--- config.mk ---
export PLATFORM = sky130hd
export DESIGN_NAME = uart_key_rx_flat
export DESIGN_NICKNAME = d
export VERILOG_FILES = /design/src/rtl/uart_pkg.sv /design/src/rtl/uart_key_rx_if.sv /design/src/rtl/uart_baud_tick.sv /design/src/rtl/uart_key_rx.sv /design/src/flat_wrapper.sv
export SDC_FILE = /design/constraint.sdc
export NUM_CORES = 1
export LEC_CHECK = 0
export ABC_AREA = 1
export CORE_AREA = 2 2 69 71
export DETAILED_ROUTE_END_ITERATION = 7
export DIE_AREA = 0 0 71 73
export HOLD_SLACK_MARGIN = 0.12
export PLACE_DENSITY = 0.7
export SLEW_MARGIN = 20
export SYNTH_ARGS = -nofsm -noshare
export SYNTH_HDL_FRONTEND = slang
export SYNTH_HIERARCHICAL = 1
export SYNTH_SLANG_ARGS = --single-unit
--- constraint.sdc ---
create_clock -name clk_50M -period 2 [get_ports clk_50M]
set_clock_uncertainty 0.1 [all_clocks]
set_input_delay 0.4 -clock clk_50M [delete_from_list [all_inputs] [get_ports clk_50M]]
set_output_delay 0.4 -clock clk_50M [all_outputs]
set_load 0.005 [all_outputs]
--- src/rtl/uart_pkg.sv ---
// Shared types and constants for the UART key receiver.
// PARITY_EN: when defined, the FSM gains a PARITY state (even parity).
package uart_pkg;

   typedef enum logic [2:0] {
      ST_IDLE,
      ST_START,
      ST_DATA,
`ifdef PARITY_EN
      ST_PARITY,
`endif
      ST_STOP,
      ST_BREAK
   } uart_state_e;

   localparam logic [7:0] KEY_W      = 8'h57;
   localparam logic [7:0] KEY_A      = 8'h41;
   localparam logic [7:0] KEY_S      = 8'h53;
   localparam logic [7:0] KEY_D      = 8'h44;
   localparam logic [7:0] KEY_LC_OFS = 8'h20;

   localparam int unsigned DIR_W    = 0;
   localparam int unsigned DIR_A    = 1;
   localparam int unsigned DIR_S    = 2;
   localparam int unsigned DIR_D    = 3;
   localparam int unsigned DIR_BITS = 4;

   // Map a received key to a one-hot direction; unknown codes keep the current one.
   function automatic logic [DIR_BITS-1:0] key_decode(input logic [7:0] code,
                                                       input logic [DIR_BITS-1:0] cur);
      logic [DIR_BITS-1:0] d;
      d = cur;
      case (code)
         KEY_W, KEY_W + KEY_LC_OFS: begin d = '0; d[DIR_W] = 1'b1; end
         KEY_A, KEY_A + KEY_LC_OFS: begin d = '0; d[DIR_A] = 1'b1; end
         KEY_S, KEY_S + KEY_LC_OFS: begin d = '0; d[DIR_S] = 1'b1; end
         KEY_D, KEY_D + KEY_LC_OFS: begin d = '0; d[DIR_D] = 1'b1; end
         default: d = cur;
      endcase
      return d;
   endfunction

endpackage

--- src/rtl/uart_key_rx_if.sv ---
// Receiver-side bundle: serial input plus decoded payload, pulses and status.
interface uart_key_rx_if
   import uart_pkg::*;
#(
   parameter int unsigned DATA_BITS = 8
);
   logic                 rx;
   logic [DATA_BITS-1:0] data;
   logic                 data_valid;
   logic                 frame_err;
   logic                 parity_err;
   logic [DIR_BITS-1:0]  dir;
   logic                 busy;

   modport master (input rx, output data, data_valid, frame_err, parity_err, dir, busy);
   modport slave  (output rx, input data, data_valid, frame_err, parity_err, dir, busy);
endinterface

--- src/rtl/uart_baud_tick.sv ---
// Oversampling tick generator: one-cycle pulse every CLK_HZ/(BAUD*OVERSAMPLE) clocks.
module uart_baud_tick #(
   parameter int unsigned CLK_HZ     = 50_000_000,
   parameter int unsigned BAUD       = 9600,
   parameter int unsigned OVERSAMPLE = 16
) (
   input  logic clk_50M,
   input  logic rst_n,
   input  logic clr,
   output logic tick
);
   localparam int unsigned DIV = CLK_HZ / (BAUD * OVERSAMPLE);
   localparam int unsigned CW  = (DIV > 1) ? $clog2(DIV) : 1;
   localparam logic [CW-1:0] CNT_LAST = CW'(DIV - 1);

   logic [CW-1:0] cnt;

   // Divider counter; clr holds it at zero so each frame starts on a fresh period.
   always_ff @(posedge clk_50M or negedge rst_n) begin
      if (!rst_n) begin
         cnt  <= '0;
         tick <= 1'b0;
      end else if (clr) begin
         cnt  <= '0;
         tick <= 1'b0;
      end else if (cnt == CNT_LAST) begin
         cnt  <= '0;
         tick <= 1'b1;
      end else begin
         cnt  <= cnt + 1'b1;
         tick <= 1'b0;
      end
   end
endmodule

--- src/rtl/uart_key_rx.sv ---
// Oversampled UART receiver with glitch rejection, framing check and WASD decoder.
// PARITY_EN: when defined, an even-parity bit precedes the stop bit and parity_err is live.
module uart_key_rx
   import uart_pkg::*;
#(
   parameter int unsigned CLK_HZ     = 50_000_000,
   parameter int unsigned BAUD       = 9600,
   parameter int unsigned OVERSAMPLE = 16,
   parameter int unsigned DATA_BITS  = 8
) (
   input  logic           clk_50M,
   input  logic           rst_n,
   uart_key_rx_if.master  bus
);
   localparam int unsigned TCW = $clog2(OVERSAMPLE);
   localparam int unsigned BCW = $clog2(DATA_BITS);
   localparam logic [TCW-1:0] HALF_LAST = TCW'(OVERSAMPLE / 2 - 1);
   localparam logic [TCW-1:0] FULL_LAST = TCW'(OVERSAMPLE - 1);
   localparam logic [BCW-1:0] BIT_LAST  = BCW'(DATA_BITS - 1);
`ifdef PARITY_EN
   localparam bit PAR_EN = 1'b1;
`else
   localparam bit PAR_EN = 1'b0;
`endif

   logic [1:0]           rx_sync;
   logic                 rxs;
   uart_state_e          state, state_nxt;
   logic [TCW-1:0]       tcnt, tcnt_nxt;
   logic [BCW-1:0]       bcnt, bcnt_nxt;
   logic [DATA_BITS-1:0] shreg, shreg_nxt, data_q, data_nxt;
   logic                 par_q, par_nxt, par_bad;
   logic                 dv_q, dv_nxt, fe_q, fe_nxt, pe_q, pe_nxt, busy_q;
   logic [DIR_BITS-1:0]  dir_q, dir_nxt;
   logic                 tick, tick_clr;

   // Two-flop synchroniser, idles high.
   always_ff @(posedge clk_50M or negedge rst_n) begin
      if (!rst_n) rx_sync <= 2'b11;
      else        rx_sync <= {rx_sync[0], bus.rx};
   end
   assign rxs = rx_sync[1];

   assign tick_clr = (state == ST_IDLE);
   assign par_bad  = PAR_EN & par_q;

   uart_baud_tick #(
      .CLK_HZ     (CLK_HZ),
      .BAUD       (BAUD),
      .OVERSAMPLE (OVERSAMPLE)
   ) u_tick (
      .clk_50M (clk_50M),
      .rst_n   (rst_n),
      .clr     (tick_clr),
      .tick    (tick)
   );

   // Next-state, shift/parity accumulation, result pulses and key decode.
   always_comb begin
      state_nxt = state;
      tcnt_nxt  = tcnt;
      bcnt_nxt  = bcnt;
      shreg_nxt = shreg;
      par_nxt   = par_q;
      data_nxt  = data_q;
      dv_nxt    = 1'b0;
      fe_nxt    = 1'b0;
      pe_nxt    = 1'b0;
      dir_nxt   = dir_q;
      if (dv_q) dir_nxt = key_decode(8'(data_q), dir_q);

      unique case (state)
         ST_IDLE: begin
            tcnt_nxt = '0;
            bcnt_nxt = '0;
            par_nxt  = 1'b0;
            if (!rxs) state_nxt = ST_START;
         end
         ST_START: if (tick) begin
            if (tcnt == HALF_LAST) begin
               tcnt_nxt  = '0;
               state_nxt = rxs ? ST_IDLE : ST_DATA;
            end else begin
               tcnt_nxt = tcnt + 1'b1;
            end
         end
         ST_DATA: if (tick) begin
            if (tcnt == FULL_LAST) begin
               tcnt_nxt  = '0;
               shreg_nxt = {rxs, shreg[DATA_BITS-1:1]};
               par_nxt   = par_q ^ rxs;
               bcnt_nxt  = bcnt + 1'b1;
               if (bcnt == BIT_LAST) begin
`ifdef PARITY_EN
                  state_nxt = ST_PARITY;
`else
                  state_nxt = ST_STOP;
`endif
               end
            end else begin
               tcnt_nxt = tcnt + 1'b1;
            end
         end
`ifdef PARITY_EN
         ST_PARITY: if (tick) begin
            if (tcnt == FULL_LAST) begin
               tcnt_nxt  = '0;
               par_nxt   = par_q ^ rxs;
               state_nxt = ST_STOP;
            end else begin
               tcnt_nxt = tcnt + 1'b1;
            end
         end
`endif
         ST_STOP: if (tick) begin
            if (tcnt == FULL_LAST) begin
               tcnt_nxt = '0;
               if (!rxs) begin
                  fe_nxt    = 1'b1;
                  state_nxt = ST_BREAK;
               end else begin
                  state_nxt = ST_IDLE;
                  if (par_bad) begin
                     pe_nxt = 1'b1;
                  end else begin
                     data_nxt = shreg;
                     dv_nxt   = 1'b1;
                  end
               end
            end else begin
               tcnt_nxt = tcnt + 1'b1;
            end
         end
         ST_BREAK: if (rxs) state_nxt = ST_IDLE;
         default: state_nxt = ST_IDLE;
      endcase
   end

   // State and output registers.
   always_ff @(posedge clk_50M or negedge rst_n) begin
      if (!rst_n) begin
         state  <= ST_IDLE;
         tcnt   <= '0;
         bcnt   <= '0;
         shreg  <= '0;
         par_q  <= 1'b0;
         data_q <= '0;
         dv_q   <= 1'b0;
         fe_q   <= 1'b0;
         pe_q   <= 1'b0;
         dir_q  <= '0;
         busy_q <= 1'b0;
      end else begin
         state  <= state_nxt;
         tcnt   <= tcnt_nxt;
         bcnt   <= bcnt_nxt;
         shreg  <= shreg_nxt;
         par_q  <= par_nxt;
         data_q <= data_nxt;
         dv_q   <= dv_nxt;
         fe_q   <= fe_nxt;
         pe_q   <= pe_nxt;
         dir_q  <= dir_nxt;
         busy_q <= (state_nxt != ST_IDLE);
      end
   end

   assign bus.data       = data_q;
   assign bus.data_valid = dv_q;
   assign bus.frame_err  = fe_q;
   assign bus.parity_err = pe_q;
   assign bus.dir        = dir_q;
   assign bus.busy       = busy_q;
endmodule

--- src/flat_wrapper.sv ---
// flat-port wrapper written by rule: the top's interface ports become plain ports
module uart_key_rx_flat import uart_pkg::*;
#(
   parameter int unsigned CLK_HZ     = 50_000_000,
   parameter int unsigned BAUD       = 9600,
   parameter int unsigned OVERSAMPLE = 16,
   parameter int unsigned DATA_BITS  = 8
)
  (clk_50M, rst_n, bus_rx, bus_data, bus_data_valid, bus_frame_err, bus_parity_err, bus_dir, bus_busy);
  uart_key_rx_if #(.DATA_BITS(DATA_BITS)) bus_i ();
  input  logic clk_50M;
  input  logic rst_n;
  input wire logic [$bits(bus_i.rx)-1:0] bus_rx;
  output wire logic [$bits(bus_i.data)-1:0] bus_data;
  output wire logic [$bits(bus_i.data_valid)-1:0] bus_data_valid;
  output wire logic [$bits(bus_i.frame_err)-1:0] bus_frame_err;
  output wire logic [$bits(bus_i.parity_err)-1:0] bus_parity_err;
  output wire logic [$bits(bus_i.dir)-1:0] bus_dir;
  output wire logic [$bits(bus_i.busy)-1:0] bus_busy;
  assign bus_i.rx = bus_rx;
  assign bus_data = bus_i.data;
  assign bus_data_valid = bus_i.data_valid;
  assign bus_frame_err = bus_i.frame_err;
  assign bus_parity_err = bus_i.parity_err;
  assign bus_dir = bus_i.dir;
  assign bus_busy = bus_i.busy;
  uart_key_rx #(.CLK_HZ(CLK_HZ), .BAUD(BAUD), .OVERSAMPLE(OVERSAMPLE), .DATA_BITS(DATA_BITS)) u_core (.clk_50M(clk_50M), .rst_n(rst_n), .bus(bus_i));
endmodule
# Word level (Yosys, flattened, before mapping)
# Index checks and enable logic that the tools add are counted.
[classes]
addsub = 3
n_eq_ne = 20
n_mux = 33
n_reduce_logical = 15
[ops]
columns = ["op", "count"]
rows = [
  ["$eq A8 B7 Y1 const B", 8],
  ["$mux W3", 12],
  ["$mux W9", 2],
  ["$mux W4", 4],
  ["$pmux W4 S4", 1],
  ["$pmux W3 S5", 1],
  ["$pmux W4 S3", 1],
  ["$mux W1", 10],
  ["$reduce_or A2 Y1", 5],
  ["$add A9 B1 Y9 const B", 1],
  ["$eq A9 B9 Y1 const B", 1],
  ["$reduce_and A3 Y1", 3],
  ["$eq A3 B2 Y1 const B", 2],
  ["$eq A3 B3 Y1 const B", 2],
  ["$pmux W3 S2", 1],
  ["$reduce_bool A3 Y1", 2],
  ["$add A4 B1 Y4 const B", 1],
  ["$eq A4 B3 Y1 const B", 1],
  ["$eq A4 B4 Y1 const B", 1],
  ["$ne A2 B1 Y1 const B", 2],
  ["$ne A2 B2 Y1 const B", 2],
  ["$reduce_and A4 Y1", 1],
  ["$reduce_bool A4 Y1", 1],
  ["$add A3 B1 Y3 const B", 1],
  ["5 further kinds", 5],
]
[totals]
regBits = 45
out_inout_bits = 16

# Depth between registers and ports, before layout
[depth]
depth_word = 6
depth_mapped = 8

# Cells and area by module
# Netlist, hierarchy kept.
[by_module_without_submodules]
columns = ["module", "n_inst", "cells_per_inst", "area_each_um2", "seq_area_each_um2"]
rows = [
  ["uart_key_rx", 1, 198, 1652.8, 878.3],
  ["uart_baud_tick", 1, 67, 523.0, 250.2],
]

# Least setup slack after synthesis
# Ideal clock, no wire load.
[synth_timing]
kind = "flip-flop to flip-flop"
from = "register u_core.tcnt[0]"
to = "register u_core.data_q[6], in the netlist u_core/bus.data[6]"
setup_time_ps = 118
t_arrival_ps = 1184
setup_slack_ps = 599
path_stages_with_launch = 8
cell_sequence = "dfrtp_1 > ha_1 > nand3_2 > nor2_4 > nand3_2 > buf_6 > nand2_1 > o21ai_2"
[synth_between]
elab_chain_len = 2
[synth_rtl]
columns = ["item", "line_no", "text"]
rows = [
  ["from (decl)", "uart_key_rx.sv:29", "logic [TCW-1:0] tcnt, tcnt_nxt;"],
  ["from (signal assigned)", "uart_key_rx.sv:155", "tcnt <= tcnt_nxt;"],
  ["$eq A4 B4 Y1", "uart_key_rx.sv:116", "if (tcnt == FULL_LAST) begin"],
  ["$reduce_and A4 Y1 (no source line)", "-", ""],
  ["to (signal assigned)", "uart_key_rx.sv:159", "data_q <= data_nxt;"],
  ["to (decl)", "uart_key_rx.sv:31", "logic [DATA_BITS-1:0] shreg, shreg_nxt, data_q, data_nxt;"],
]
# No other way between the ends.
# A chain may end at the register's enable or synchronous reset.

# Final worst setup path
[layout_timing]
from = "register u_core.data_q[2], in the netlist u_core/bus.data[2]"
to = "output port bus_data[2]"
[layout_lines]
columns = ["item", "line_no", "text"]
rows = [
  ["to (decl)", "flat_wrapper.sv:14", "output wire logic [$bits(bus_i.data)-1:0] bus_data;"],
]
# No word-level cell between the ends.

==> results by group <==
Clock tree
  – TritonCTS Sinks: 45
  – Post-CTS Setup Bufs: 0
  – CTS clk-pin slew, worst paths: 80 ps
  – Total CTS buffers: 5
  – Clk_lat worst skew: 290 ps
  – CTS tree: yes
  – Post-CTS Resized: 0
  – Max Root-Sink Buffers: 2
  – CTS root buffer: clkbuf_8
  – H-tree lvl count: 2

Synthesis
  – Post-Syn Area: 0.00218 sq mm
  – Cell taking the most area after synthesis: dfrtp_1
  – Yosys synthesis warning count: 6
  – Synth Area per Inst: 8.21 sq um
  – Seq cells post-synth: 45
  – Unique masters post-synth: 25
  – Post-synth net total: 273
  – Yosys top cell area share: 49.5%
  – Cells after Synth: 265
  – Area contributors post-synth: dfrtp_1 (49%), nand2_1 (12%), inv_1 (6.2%)
  – Post-synthesis sequential area ratio: 51.9%

Placement
  – Gpl congestion: 0.914
  – Area after DPL: 0.00238 sq mm
  – Dpl hpwl: 2670 microns
  – PortBufs: 17
  – Cells after DPL: 333

STA
  – Least-Margin Pin Slew: 546 ps
  – Max Transition Viols Final: 0
  – Crit share post-route: 88.3%
  – Fmax: 566 MHz
  – Crit path time final: 1770 ps
  – TNS Setup: 0 ps
  – Relative slew slack: 63.6%
  – RSZ-0062 raised after global routing: false
  – Setup violators final: 0
  – Final Hold Viols: 0

Floorplanning
  – Core area: 0.00454 sq mm
  – Die width: 71 microns
  – I/O pins: 19
  – Die H: 73 microns
  – Row count: 25
  – Die area: 0.00518 sq mm
  – Initial core utilization: 48.0%

Drt
  – Vias post-DR: 1676
  – Total wire length: 3640 microns
  – First-pass iteration count of the detailed router: 4
  – Starting DRC count in detailed routing: 74
  – DRC Markers: 0
  – Vias per cell: 4.91
  – Drt wl/cell: 10.7 microns
  – Antenna viol nets, final: 0

Pwr
  – Leakage power: 1.19 nW
  – Maximum VDD drop: 0.000384 V
  – Power Density: 603 mW/mm^2

Finish
  – Antenna cells: 0
  – Post-route cell area: 0.00248 sq mm
  – Area Overhead vs Synth: 13.9%
  – Non-filler cells, final: 341
  – Reg area: 0.00113 sq mm
  – Multi-input logic area: 866 sq um
  – Fillers: 436
  – Layout cells sized above 1: 11.1%
  – Layout Nets: 295

Global route
  – GRT Util Overall: 16.7%
  – Gr ovfl total: 0
  – Met1 Use GR: 21.1%
  – Antenna violations before repair: 0
  – Vias in the first global route: 1562
  – Largest net degree at the start of global routing: 46
  – Busiest grt layer: met2
  – GR Layer Usage met2: 27.1%
  – First-pass GRT wire length: 6760 microns
  – Met3 usage: 4.28%

Critical path
  – CP Data Arrival Time: 1270 ps
  – RR Startpoint: u_core/tcnt[0]
  – Reg2Reg Setup Slack: 330 ps
  – Delay-heaviest family, CP: buffers and inverters
  – Worst setup SP type: register
  – Nature of the critical path endpoint: primary output
  – CP max stage cell: clkdlybuf4s50_1
  – WS Path Type: register to primary output
  – CP Cell Sequence: clkdlybuf4s50_1
  – Worst reg2reg path depth: 7
  – Crit path buf inv count: 1
  – RR Endpoint: u_core/bus.data[0]
  – Crit path largest cell delay: 530 ps
  – Crit path max fanout: 6
  – Worst EP required: 1500 ps

Worst hold path
  – WHS Endpoint: u_core/rx_sync[1]
  – Hold_sp: u_core/rx_sync[0]
  – Hold Crit Class: register to register
  – Hold Crit Depth: 0

Flow run
  – Max-cap violations: 0

Outcome
  – Outcome: complete, no violations
## cells by family after synthesis
family,count (synthesis),share of synthesized area (%)
AOI/OAI and AO/OA,33,8.97
xor gates and xnor gates,2,0.805
adders and majority gates,5,2.88
buffers and inverters,43,8.34
DFF,45,51.9
other,1,0.172
and+or+nand+nor,136,27.0
## cell type report
class                   instances  area share [%]
multi-input cells             177            34.9
clock buffers                   7            3.48
well taps                      54            2.73
inverters                      39            5.91
repair buffers                 19            7.37
flip-flops and latches         45            45.6
## stage by stage
| step | hold slack (ps) | worst slack (ps) | utilization, % | power (mW) |
|---|---|---|---|---|
| 5_1_grt | 265 | 121 | 54.6 | 1.56 |
| 3_5_place_dp | 247 | 329 | 52.5 | 0.957 |
| 2_1_floorplan | 4.41 | 599 | - | 0.935 |
| 3_3_place_gp | 248 | 407 | 52.5 | 0.957 |
| 6_report | 258 | 234 | 54.6 | 1.49 |
| 4_1_cts | 259 | 223 | 54.6 | 1.51 |
## report_power, final
part | leakage, nW | switching (mW) | total, mW | internal [mW]
clock network | 0.0443 | 0.281 | 0.556 | 0.274
logic | 0.544 | 0.0188 | 0.0244 | 0.00555
registers | 0.602 | 0.00155 | 0.914 | 0.913
total | 1.19 | 0.302 | 1.49 | 1.19
## registers in the layout, indices dropped and copies added, names as in the netlist
name,flops
u_core/state,3
u_core/rx_sync,2
u_core/bus.data,8
u_core/bus.busy,1
u_core/bus.frame_err,1
u_core/bcnt,3
u_core/tcnt,4
u_core/u_tick/cnt,9
u_core/bus.data_valid,1
u_core/u_tick/tick,1
u_core/bus.dir,4
u_core/shreg,8
## placed cells by master, fill, tap and decap left out, types with 2 or more instances in the layout
master and count:
inv_1 36, nand3_1 17, nor2_4 2, nand2_2 3, a21oi_1 6, ha_1 5
dfrtp_1 43, o21ai_2 8, inv_2 3, clkbuf_8 6, nand2_1 70, nor2_1 35
o21ai_0 6, dfstp_2 2, nand3_2 3, clkdlybuf4s50_1 16, o21ai_1 13, nor2_2 3
## Yosys cell counts
cell and number:
and3_1 1, inv_2 3, nor2_4 2, ha_1 5, a21oi_1 6, o21ai_2 8, o21ai_0 6, buf_4 1
nor3_1 1, nand2_1 70, o21ai_1 13, nand3_1 17, nand3_2 3, nand2_2 3, buf_6 2, inv_1 36
dfstp_2 2, nand4_1 1, buf_2 1, conb_1 1, nor2_1 35, xnor2_1 1, dfrtp_1 43, nor2_2 3
xor2_1 1
## metal layers
layer	vias up	part of all wire (%)
met2	32	46
met3	8	3.9
met1	777	47
met5	-	0
met4	0	2.4
li1	859	-
## worst max-delay path by stage
stage,startpoint,endpoint,slack [ps],cells past startpoint
after global routing,u_core/tcnt[0],u_core/bus.data[0],120,7
after global placement,u_core/tcnt[0],u_core/bus.data[0],410,6
final,u_core/bus.data[2],bus_data[2],230,1
after detailed placement,u_core/tcnt[0],u_core/bus.data[0],330,6
after floorplan,u_core/tcnt[0],u_core/bus.data[6],600,7
after CTS,u_core/bus.data[2],bus_data[2],220,1
## what timing repair did
item / in CTS / in global routing
hold buffers: 1 / 0
hold endpoints to repair: 43 / 0
endpoints found under the setup margin: 0 / 0
No activity file was read; power rests on OpenSTA's default activity.
